### config.mk
export PLATFORM = sky130hd
export DESIGN_NAME = dmem_responder
export DESIGN_NICKNAME = d
export VERILOG_FILES = /design/src/rtl/dmem_responder_pkg.sv /design/src/rtl/dmem_align.sv /design/src/rtl/dmem_responder.sv
export SDC_FILE = /design/constraint.sdc
export NUM_CORES = 1
export LEC_CHECK = 0
export BUFFER_PORTS_ARGS = -buffer_cell sky130_fd_sc_hd__buf_2
export CORE_MARGIN = 2
export CORE_UTILIZATION = 50
export CTS_CLUSTER_DIAMETER = 60
export DETAILED_ROUTE_END_ITERATION = 6
export PLACE_DENSITY = 0.79
export SYNTH_ARGS = -nofsm -noshare
export SYNTH_HDL_FRONTEND = slang
export SYNTH_SLANG_ARGS = --single-unit
### constraint.sdc
create_clock -name clk -period 2.65 [get_ports clk]
set_clock_uncertainty 0.1 [all_clocks]
set_input_delay 0.53 -clock clk [delete_from_list [all_inputs] [get_ports clk]]
set_output_delay 0.53 -clock clk [all_outputs]
set_load 0.005 [all_outputs]
### src/rtl/dmem_responder_pkg.sv
`default_nettype none
// +----------------------------------------------------------------------+
// | dmem_responder_pkg : FSM states and load/store size codes             |
// | rev 1.0                                                               |
// +----------------------------------------------------------------------+
package dmem_responder_pkg;

   typedef enum logic [1:0] {
      DMEM_IDLE  = 2'd0,
      DMEM_ISSUE = 2'd1,
      DMEM_WAIT  = 2'd2,
      DMEM_RESP  = 2'd3
   } dmem_state_e;

   localparam logic [2:0] LD_LB  = 3'b000;
   localparam logic [2:0] LD_LH  = 3'b001;
   localparam logic [2:0] LD_LW  = 3'b010;
   localparam logic [2:0] LD_LBU = 3'b100;
   localparam logic [2:0] LD_LHU = 3'b101;

   localparam logic [1:0] ST_SB = 2'b00;
   localparam logic [1:0] ST_SH = 2'b01;
   localparam logic [1:0] ST_SW = 2'b10;

endpackage
`default_nettype wire

### src/rtl/dmem_align.sv
`default_nettype none
// +----------------------------------------------------------------------+
// | dmem_align : byte-lane mask, lane replication, misalign check and     |
// | load extract/extend (purely combinational)          rev 1.0           |
// +----------------------------------------------------------------------+
module dmem_align
   import dmem_responder_pkg::*;
(
   input  logic        we,
   input  logic [1:0]  offset,
   input  logic [1:0]  st_size,
   input  logic [2:0]  ld_size,
   input  logic [31:0] st_data,
   input  logic [31:0] ld_word,
   output logic [3:0]  wmask,
   output logic [31:0] wdata,
   output logic        err,
   output logic [31:0] ld_data
);

   logic [31:0] shifted;

   always_comb begin
      err     = 1'b0;
      wmask   = 4'b0000;
      wdata   = 32'h0;
      ld_data = 32'h0;
      shifted = ld_word >> {offset, 3'b000};

      if (we) begin
         case (st_size)
            ST_SB: begin
               wmask = 4'b0001 << offset;
               wdata = {4{st_data[7:0]}};
            end
            ST_SH: begin
               err   = offset[0];
               wmask = 4'b0011 << {offset[1], 1'b0};
               wdata = {2{st_data[15:0]}};
            end
            ST_SW: begin
               err   = |offset;
               wmask = 4'b1111;
               wdata = st_data;
            end
            default: err = 1'b1;
         endcase
      end else begin
         case (ld_size)
            LD_LB:  ld_data = {{24{shifted[7]}}, shifted[7:0]};
            LD_LBU: ld_data = {24'h0, shifted[7:0]};
            LD_LH: begin
               err     = offset[0];
               ld_data = {{16{shifted[15]}}, shifted[15:0]};
            end
            LD_LHU: begin
               err     = offset[0];
               ld_data = {16'h0, shifted[15:0]};
            end
            LD_LW: begin
               err     = |offset;
               ld_data = shifted;
            end
            default: err = 1'b1;
         endcase
      end

      // A rejected op never reaches memory, so keep its lane outputs quiet.
      if (err) begin
         wmask = 4'b0000;
         wdata = 32'h0;
      end
   end

endmodule
`default_nettype wire

### src/rtl/dmem_responder.sv
`default_nettype none
// +----------------------------------------------------------------------+
// | dmem_responder : single-outstanding load/store responder driving a    |
// | valid/ready word-addressed memory port                rev 1.0         |
// +----------------------------------------------------------------------+
module dmem_responder
   import dmem_responder_pkg::*;
#(
   parameter int ADDR_W = 32,
   parameter int DATA_W = 32
) (
   input  logic              clk,
   input  logic              reset,
   input  logic              req_valid,
   input  logic              req_we,
   input  logic [ADDR_W-1:0] req_addr,
   input  logic [DATA_W-1:0] req_wdata,
   input  logic [1:0]        st_size,
   input  logic [2:0]        ld_size,
   output logic              stall,
   output logic              resp_valid,
   output logic [DATA_W-1:0] resp_rdata,
   output logic              resp_err,
   output logic              mem_req_valid,
   input  logic              mem_req_ready,
   output logic              mem_we,
   output logic [ADDR_W-1:0] mem_addr,
   output logic [3:0]        mem_wmask,
   output logic [DATA_W-1:0] mem_wdata,
   input  logic              mem_resp_valid,
   input  logic [DATA_W-1:0] mem_resp_data
);

   dmem_state_e       state_q, state_d;
   logic              we_q, we_d;
   logic [ADDR_W-1:0] addr_q, addr_d;
   logic [2:0]        ld_size_q, ld_size_d;
   logic [3:0]        wmask_q, wmask_d;
   logic [DATA_W-1:0] wdata_q, wdata_d;
   logic              err_q, err_d;
   logic [DATA_W-1:0] rdata_q, rdata_d;

   logic              is_idle;
   logic              al_we;
   logic [1:0]        al_offset;
   logic [2:0]        al_ld_size;
   logic [3:0]        al_wmask;
   logic [DATA_W-1:0] al_wdata;
   logic              al_err;
   logic [DATA_W-1:0] al_ld_data;

   // The aligner checks the incoming request in IDLE and extracts load data
   // from the latched request afterwards.
   assign is_idle    = (state_q == DMEM_IDLE);
   assign al_we      = is_idle ? req_we : we_q;
   assign al_offset  = is_idle ? req_addr[1:0] : addr_q[1:0];
   assign al_ld_size = is_idle ? ld_size : ld_size_q;

   dmem_align u_align (
      .we      (al_we),
      .offset  (al_offset),
      .st_size (st_size),
      .ld_size (al_ld_size),
      .st_data (req_wdata),
      .ld_word (mem_resp_data),
      .wmask   (al_wmask),
      .wdata   (al_wdata),
      .err     (al_err),
      .ld_data (al_ld_data)
   );

   always_comb begin
      state_d   = state_q;
      we_d      = we_q;
      addr_d    = addr_q;
      ld_size_d = ld_size_q;
      wmask_d   = wmask_q;
      wdata_d   = wdata_q;
      err_d     = err_q;
      rdata_d   = rdata_q;

      case (state_q)
         DMEM_IDLE: begin
            if (req_valid) begin
               we_d      = req_we;
               addr_d    = req_addr;
               ld_size_d = ld_size;
               wmask_d   = al_wmask;
               wdata_d   = al_wdata;
               err_d     = al_err;
               rdata_d   = '0;
               state_d   = al_err ? DMEM_RESP : DMEM_ISSUE;
            end
         end
         DMEM_ISSUE: begin
            if (mem_req_ready) begin
               state_d = we_q ? DMEM_RESP : DMEM_WAIT;
            end
         end
         DMEM_WAIT: begin
            if (mem_resp_valid) begin
               rdata_d = al_ld_data;
               state_d = DMEM_RESP;
            end
         end
         DMEM_RESP: state_d = DMEM_IDLE;
         default:   state_d = DMEM_IDLE;
      endcase
   end

   always_ff @(posedge clk) begin
      if (!reset) begin
         state_q   <= DMEM_IDLE;
         we_q      <= 1'b0;
         addr_q    <= '0;
         ld_size_q <= 3'b000;
         wmask_q   <= 4'b0000;
         wdata_q   <= '0;
         err_q     <= 1'b0;
         rdata_q   <= '0;
      end else begin
         state_q   <= state_d;
         we_q      <= we_d;
         addr_q    <= addr_d;
         ld_size_q <= ld_size_d;
         wmask_q   <= wmask_d;
         wdata_q   <= wdata_d;
         err_q     <= err_d;
         rdata_q   <= rdata_d;
      end
   end

   assign stall         = reset & ((is_idle & req_valid) ||
                                   (state_q == DMEM_ISSUE) ||
                                   (state_q == DMEM_WAIT));
   assign resp_valid    = (state_q == DMEM_RESP);
   assign resp_err      = resp_valid & err_q;
   assign resp_rdata    = resp_valid ? rdata_q : '0;
   assign mem_req_valid = (state_q == DMEM_ISSUE);
   assign mem_we        = we_q;
   assign mem_addr      = {addr_q[ADDR_W-1:2], 2'b00};
   assign mem_wmask     = wmask_q;
   assign mem_wdata     = wdata_q;

endmodule
`default_nettype wire

==> reports/results.tsv, run 1 <==
metric	value	unit
Finished Cell Area	6972	um^2
die area	12370	um^2
Final Hold Vio Count	0	
final std cells w/o fill	1007	
FF-to-FF Start	state_q[0]	
final setup violating endpoints	0	
share of cells above drive strength 1	0.3183	
CTS root buffer	clkbuf_16	
Max clock buf depth	2	
flop-to-flop setup slack	0.18	ns
Setup crit end kind	flop	
cell chain of the critical path	inv_1 > ha_4 > mux2_4 > mux2_4 > o221a_1 > o21a_4 > a221o_1	
Leak Pwr	3.174	nW
cell mode on critical path	mux2_4	
Final min period	2.470	ns
vias per cell	5.498	
CTS tree	done	
DR WL/cell	15.84	um
Die W	111.2	um
Clock Latency Late Sink	0.35	ns
post-DP HPWL	11370	um
worst setup margin	0.1798	ns
wire length on met1	6695	um
Total GRT Usage	0.2502	
Starting Density	0.5080	
n_diodes	0	
setup TNS	0	ns
Slew Limit Headroom	0.4177	
grt ovf	0	
Worst path slowest cell	mux2_4	
EDFF count, synth	0	
CP Max Fanout	16	
Setup crit start kind	flop	
Final Cycle Share	0.9321	
worst endpoint data arrival time	2.60	ns
RSZ-0062 raised after global routing	no	
hold_sp	req_addr[23]	
status	complete, no violations	
critical path launch point	state_q[0]	
synth warn	0	
largest net degree at the start of global routing	93	
critical path type	reg -> reg	
Layout Nets	970	
Worst-Margin Slew	0.8734	ns
# IOs	212	
die height	111.2	um
Top FF cell, synth	dfxtp_1	
Vias	5536	
DR top layer	met5	
hold slack final	0.3168	ns
Detailed Route WL	15950	um
Pre-antenna DRT Iters	5	
core area	11320	um^2
Final ANT Viol Nets	0	
dpl cells	991	
DR WL met2	7601	um
TritonCTS buffer count	9	
vias in the first global route	5083	
Worst path max stage delay	0.38	ns
Async SR Flop Fraction	0	
Hold WC Path Type	in -> reg	
met3 WL	1349	um
Synth Cell Area	5751	um^2
synthesized instance count	703	
Yosys reg bits	107	
clock-pin slew on the worst setup and hold paths	0.08	ns
register area share after synthesis	0.3725	
max frequency	404.8	MHz
fillers	1034	
htree depth	3	
Peak supply drop	0.5617	mV
synthesis-to-finish area growth	21.24	%
GP Congestion	0.8944	
Data required, critical path	2.78	ns
wire length of the first global-routing pass	25650	um
IO buf count	209	
MaxCap Viol Count	0	
Pwr per Cell Area	816.3	nW/um^2
Cell Area, Placed	6676	um^2
initial antenna violation count	1	
Post-Syn Area per Cell	8.180	um^2
Slew Limit Fails	0	
pre-CTS setup slack	0.1195	ns
Placement Rows	39	
drc violations	0	
DRT iter0 DRCs	411	
clk sinks	107	
Synth cell types	64	
-- layer usage --
metal | vias to the layer above | track usage
met2 | 242 | 0.3988
met4 | 2 | 0.07572
li1 | 2754 | -
met1 | 2510 | 0.3357
met3 | 28 | 0.06288
met5 | - | 0
-- registers in the layout, indices dropped and copies added (netlist names) --
register,count
addr_q,32
mem_wdata,32
rdata_q,32
mem_wmask,4
ld_size_q,3
state_q,2
err_q,1
mem_we,1
-- cell usage after synthesis, drive strengths merged (4+ instances only) --
| library cell | number | share of area |
|---|---|---|
| a22oi | 8 | 0.011 |
| nor2b | 11 | 0.012 |
| mux2 | 4 | 0.0091 |
| clkbuf | 35 | 0.023 |
| nor2 | 52 | 0.035 |
| and2 | 35 | 0.038 |
| inv | 14 | 0.0091 |
| a22o | 8 | 0.012 |
| a211o | 9 | 0.014 |
| o2111ai | 9 | 0.014 |
| a221oi | 8 | 0.012 |
| buf | 52 | 0.065 |
| dfxtp | 107 | 0.37 |
| ha | 4 | 0.0087 |
| mux4 | 7 | 0.030 |
| nor3 | 4 | 0.0054 |
| a221o | 8 | 0.014 |
| nand2 | 116 | 0.076 |
| or3 | 23 | 0.025 |
| a21oi | 114 | 0.10 |
| mux2i | 15 | 0.029 |
| o211ai | 4 | 0.0052 |
| a211oi | 9 | 0.013 |
| o31ai | 9 | 0.012 |
| nand3 | 5 | 0.0044 |
| o21ai | 7 | 0.0087 |
-- worst paths after layout --
kind                            cells after the start       endpoint
worst min-delay path                                3     addr_q[23]
worst max register to register                      7    rdata_q[29]
worst max-delay path                                7    rdata_q[29]
worst min register to register                      2  mem_wdata[27]
-- cells by family (layout without fill, tap and decap cells) --
kind of cell / count (synthesis) / count (layout) / synth area share
AOI/OAI and AO/OA: 204 / 204 / 0.2350
xor gates and xnor gates: 1 / 1 / 0.001523
adders and majority gates: 4 / 4 / 0.008704
buffers and inverters: 101 / 261 / 0.09726
DFF: 107 / 107 / 0.3725
muxes: 26 / 26 / 0.06810
other: 1 / 2 / 0.0006521
and+or+nand+nor: 259 / 259 / 0.2163
-- worst max-delay path, delay by kind of cell (launching register included) --
family / cells / cell delay (ns)
compound gates: 3 / 0.81
fa+ha+maj: 1 / 0.25
flops: 1 / 0.33
buf+inv: 1 / 0.16
mux: 2 / 0.71
-- layout make-up --
class | count | area (um^2) | share of cell area
Sequential cell | 107 | 2142 | 0.3072
Timing Repair Buffer | 231 | 1236 | 0.1773
Clock buffer | 9 | 225.2 | 0.03230
Inverter | 14 | 52.55 | 0.007538
Clock inverter | 7 | 60.06 | 0.008614
Multi-Input combinational cell | 496 | 3077 | 0.4413
Tap cell | 143 | 178.9 | 0.02566
-- report_power, final --
group          internal, mW  switching [mW]
Clock                 0.656           0.648
Sequential             1.78           0.103
Combinational          1.01            1.50
-- through the flow --
stage,power [mW],util
floorplan,3.769,-
global placement,4.357,0.5897
detailed placement,4.377,0.5897
CTS,5.675,0.6149
global route,6.065,0.6158
finish,5.691,0.6158
-- cells in the final DEF, fill, tap and decap left out, types with 4 or more instances in the layout --
master / count
a211o_1: 9
a211oi_1: 8
a21oi_1: 113
a221o_1: 8
a221oi_1: 8
a22o_1: 8
a22oi_1: 7
and2_1: 33
buf_2: 209
buf_4: 20
clkbuf_16: 9
dfxtp_1: 107
inv_1: 13
mux2i_1: 13
mux4_1: 4
nand2_1: 114
nand3_1: 5
nor2_1: 51
nor2b_1: 10
o2111ai_1: 9
o211ai_1: 4
o21ai_0: 4
o31ai_1: 9
or3_1: 23
-- repair_timing --
item	CTS	global route
buffers inserted	0	0
hold buffers	0	0
setup endpoints to repair	0	6
gates resized for setup	0	1
No activity file was read; power rests on OpenSTA's default activity.
==> run 2, diff against run 1 <==
--- a/config.mk
+++ b/config.mk
@@ -11,6 +11,7 @@
 export CTS_CLUSTER_DIAMETER = 60
 export DETAILED_ROUTE_END_ITERATION = 6
 export PLACE_DENSITY = 0.79
+export RECOVER_POWER = 50
 export SYNTH_ARGS = -nofsm -noshare
 export SYNTH_HDL_FRONTEND = slang
 export SYNTH_SLANG_ARGS = --single-unit
==> run 2 against run 1 <==
Compared with the run above:
- wire length fell by 0.15%
- register-to-register slack is essentially flat
- sequential share of layout area up 0.32 points
- final cell count unchanged
- non-clock buffer count stayed put
- cell area decreased by 1.0%
- clock-buffer cell count unchanged
- die area is the same
==> reports/results.tsv, run 2 (synthesis gave the netlist of run 1 again) <==
metric	value	unit
Slew Limit Headroom	0.4173	
GP Congestion	0.8944	
Starting Density	0.5080	
worst endpoint data arrival time	2.59	ns
RSZ-0062 raised after global routing	no	
initial antenna violation count	1	
Max clock buf depth	2	
Leak Pwr	2.993	nW
post-DP HPWL	11370	um
Final Cycle Share	0.9299	
MaxCap Viol Count	0	
largest net degree at the start of global routing	93	
Slew Limit Fails	0	
Final Hold Vio Count	0	
CP Max Fanout	16	
Crit path max-delay family	compound AO/OA/AOI/OAI gates	
Die W	111.2	um
Final min period	2.464	ns
flop-to-flop setup slack	0.19	ns
synthesis-to-finish area growth	20.00	%
Placement Rows	39	
wire length of the first global-routing pass	25650	um
Buf/Inv on CP	1	
hold_sp	req_addr[13]	
critical path type	reg -> reg	
Hold WC Path Type	in -> reg	
Detailed Route WL	15930	um
core area	11320	um^2
CTS root buffer	clkbuf_16	
number of setup buffers added after CTS	0	
reg2reg end	rdata_q[29]	
die height	111.2	um
Post-CTS Hold Buffers	0	
GR Util met3	0.06288	
Total GRT Usage	0.2502	
Power Total	5.637	mW
clock-pin slew on the worst setup and hold paths	0.08	ns
Worst-Margin Slew	0.8740	ns
IO buf count	209	
status	complete, no violations	
Vias	5557	
Worst path slowest cell	mux2_4	
n_diodes	0	
fillers	1064	
# IOs	212	
CTS tree	done	
drc violations	0	
cell mode on critical path	mux2_4	
Final ANT Viol Nets	0	
max frequency	405.8	MHz
DRT iter0 DRCs	401	
worst-case reg-to-reg path depth	7	
FF-to-FF Start	state_q[0]	
setup TNS	0	ns
DR WL/cell	15.82	um
grt ovf	0	
htree depth	3	
share of cells above drive strength 1	0.2708	
Peak supply drop	0.4532	mV
post-CTS resize count	0	
Setup crit end kind	flop	
clk sinks	107	
Setup crit start kind	flop	
GRT busiest layer	met2	
Worst path max stage delay	0.38	ns
Clock Latency Late Sink	0.34	ns
commonest non-fill, non-tap cell in the layout	buf_2	
Layout Nets	970	
cell chain of the critical path	inv_1 > ha_4 > mux2_4 > mux2_4 > o221a_1 > o21a_4 > a221o_1	
vias in the first global route	5083	
Pwr per Cell Area	817.0	nW/um^2
Hold Path Sink	addr_q[13]	
Data required, critical path	2.78	ns
grt met2 use	0.3988	
vias per cell	5.518	
die area	12370	um^2
cell depth of the worst hold path	3	
most frequent cells in the layout	buf_2, nand2_1, a21oi_1	
final setup violating endpoints	0	
TritonCTS buffer count	9	
Pre-antenna DRT Iters	7	
met1 Use GR	0.3357	
[run 2: how the worst max path moves through the flow]
stage | from | endpoint | slack [ns] | cells after the start
2_1_floorplan | state_q[0] | stall | 0.08 | 9
3_3_place_gp | state_q[0] | rdata_q[26] | 0.18 | 7
3_5_place_dp | state_q[0] | rdata_q[28] | 0.12 | 7
4_1_cts | state_q[0] | stall | 0.07 | 6
5_1_grt | state_q[1] | rdata_q[19] | 0.01 | 9
6_report | state_q[0] | rdata_q[29] | 0.19 | 7
[run 2: tightest hold or removal path: stages]
cell and delay [ns]:
buf_2 0.09, nand2_1 0.04, a21oi_1 0.05
[run 2: metal layers]
| layer | share of wire | wire (um) |
|---|---|---|
| met5 | 0.00082 | 13 |
| met1 | 0.42 | 6644 |
| met3 | 0.084 | 1340 |
| met2 | 0.48 | 7660 |
| met4 | 0.017 | 266 |
[run 2: final cells by class]
class	count	area, um^2	share of cell area
multi-input combinational	496	3077	0.4459
sequential	107	2142	0.3104
timing repair buffer	231	1165	0.1688
clock buffer	9	225.2	0.03264
tap	143	178.9	0.02593
clock inverter	7	60.06	0.008704
inverter	14	52.55	0.007616
[run 2: report_power, final]
group	switching [mW]	total (mW)	internal (mW)
clock	0.645	1.30	0.656
sequential	0.104	1.88	1.78
combinational	1.49	2.45	0.963
[run 2: stage by stage]
step           setup WS (ns)  hold WS, ns  instance area, um^2  std cells  utilization
2_1_floorplan        0.07652       0.3268                 5754        704            -
3_3_place_gp          0.1759       0.3352                 6676        991       0.5897
3_5_place_dp          0.1195       0.3416                 6676        991       0.5897
4_1_cts              0.06769       0.3079                 6962       1007       0.6149
5_1_grt              0.01067       0.3017                 6900       1007       0.6095
6_report              0.1857       0.3174                 6900       1007       0.6095
==> run 3, diff against run 2 <==
--- a/config.mk
+++ b/config.mk
@@ -7,10 +7,10 @@
 export LEC_CHECK = 0
 export BUFFER_PORTS_ARGS = -buffer_cell sky130_fd_sc_hd__buf_2
 export CORE_MARGIN = 2
-export CORE_UTILIZATION = 50
+export CORE_UTILIZATION = 45
 export CTS_CLUSTER_DIAMETER = 60
 export DETAILED_ROUTE_END_ITERATION = 6
-export PLACE_DENSITY = 0.79
+export PLACE_DENSITY = 0.75
 export RECOVER_POWER = 50
 export SYNTH_ARGS = -nofsm -noshare
 export SYNTH_HDL_FRONTEND = slang
==> constraint.sdc (replaced) <==
create_clock -name clk -period 2.19 [get_ports clk]
set_clock_uncertainty 0.1 [all_clocks]
set_input_delay 0.438 -clock clk [delete_from_list [all_inputs] [get_ports clk]]
set_output_delay 0.438 -clock clk [all_outputs]
set_load 0.005 [all_outputs]
==> run 3 against run 2 <==
Compared with the run above:
- the flow now finishes with violations (negative setup slack)
- sequential power up 21%
- worst hold slack worse by 0.10 ns
- via count up 3.9%
- global-route usage fell by 0.75 points
- critical endpoint is now mem_wdata[11]
- largest cell class unchanged
- highest routed layer is now met4
==> reports/results.tsv, run 3 (synthesis gave the netlist of run 1 again) <==
metric	value	unit
Pwr per Cell Area	1073	nW/um^2
vias per cell	5.297	
die height	117.0	um
Hold WC Path Type	in -> reg	
final setup violating endpoints	47	
Slew Limit Headroom	0.4248	
clk sinks	107	
Worst path slowest cell	or3_1	
drc violations	0	
htree depth	3	
DRT iter0 DRCs	393	
Max clock buf depth	2	
cell mode on critical path	buf_12	
Post-CTS Hold Buffers	0	
wire length of the first global-routing pass	26090	um
share of cells above drive strength 1	0.3519	
core area	12570	um^2
GRT busiest layer	met2	
max frequency	436.8	MHz
most frequent cells in the layout	buf_2, nand2_1, a21oi_1, dfxtp_1, clkbuf_1	
Slew Limit Fails	0	
Peak supply drop	0.6016	mV
Final min period	2.289	ns
Final Cycle Share	1.045	
CTS tree	done	
hold slack final	0.2133	ns
FF-to-FF Start	state_q[0]	
Layout Nets	1024	
Final ANT Viol Nets	0	
Pre-antenna DRT Iters	6	
Data required, critical path	2.38	ns
worst setup margin	-0.09939	ns
cell chain of the critical path	inv_2 > ha_4 > buf_12 > buf_6 > mux2_4 > nor3_4 > buf_12 > o21ai_4 > or3_1 > a21oi_1	
CTS root buffer	clkbuf_16	
Clock Latency Late Sink	0.35	ns
vias in the first global route	5098	
critical path launch point	state_q[0]	
Worst path max stage delay	0.39	ns
CP Max Fanout	7	
initial antenna violation count	0	
Leak Pwr	3.287	nW
TritonCTS buffer count	9	
Detailed Route WL	17590	um
hold_sp	req_addr[2]	
met1 Use GR	0.3273	
synthesis-to-finish area growth	35.90	%
GP Congestion	0.9018	
MaxCap Viol Count	0	
fillers	1171	
pre-CTS setup slack	-0.09481	ns
die area	13700	um^2
clock-pin slew on the worst setup and hold paths	0.07	ns
DR WL/cell	16.14	um
Total GRT Usage	0.2427	
Setup crit end kind	flop	
worst endpoint data arrival time	2.48	ns
Starting Density	0.4575	
Worst-Margin Slew	0.8590	ns
post-DP HPWL	12060	um
Setup crit start kind	flop	
# IOs	212	
Vias	5774	
n_diodes	0	
grt met2 use	0.3869	
Final Hold Vio Count	0	
commonest non-fill, non-tap cell in the layout	buf_2	
RSZ-0062 raised after global routing	yes	
setup TNS	-2.124	ns
largest net degree at the start of global routing	75	
grt ovf	0	
IO buf count	209	
Placement Rows	41	
critical path type	reg -> reg	
failing checks	negative setup slack	
GR Util met3	0.06076	
status	finished, violations left	
Die W	117.0	um
==> run 3: power breakdown <==
part	leakage, nW	total, mW	internal [mW]	switching [mW]
Combinational	2.25	4.16	1.89	2.27
Clock	0.172	1.94	1.18	0.759
Sequential	0.869	2.27	2.16	0.118
==> run 3: what timing repair did <==
action	CTS	global route
gates cloned	3	2
gates resized for setup	16	59
pin swaps	16	50
setup endpoints to repair	51	65
setup buffers	5	8
==> run 3: worst max-delay path, delay by kind of cell (launching register included) <==
kind                       cells  cell delay [ns]
DFF                            1             0.33
muxes                          1             0.32
and+or+nand+nor                2             0.61
buffers and inverters          4             0.47
AOI/OAI and AO/OA              2             0.22
adders and majority gates      1             0.16
==> run 3: final timing paths <==
check                        to  slack, ns  cells after the start
setup / recovery  mem_wdata[11]       -0.1                     10
hold / removal        addr_q[2]       0.21                      3
setup reg to reg  mem_wdata[11]       -0.1                     10
hold reg to reg      addr_q[29]       0.35                      2
==> run 3: metal layers <==
layer	share of wire	vias up
li1	-	2863
met1	0.44	2709
met2	0.48	186
met3	0.066	16
met4	0.013	0
met5	0	-
==> run 3: through the flow <==
step	util	instances	instance area, um^2	power, mW
floorplan	-	704	5772	4.597
global placement	0.5582	1057	7015	5.652
detailed placement	0.5582	1057	7015	5.684
CTS	0.6006	1081	7548	7.954
global route	0.6218	1090	7815	8.871
finish	0.6218	1090	7815	8.383
==> run 3: cell type report <==
class,instances,area (um^2),area share
multi-input combinational,500,3383,0.4329
sequential,107,2145,0.2744
timing repair buffer,281,1660,0.2125
clock buffer,11,252.7,0.03234
tap,172,215.2,0.02754
clock inverter,5,106.4,0.01361
inverter,14,52.55,0.006724
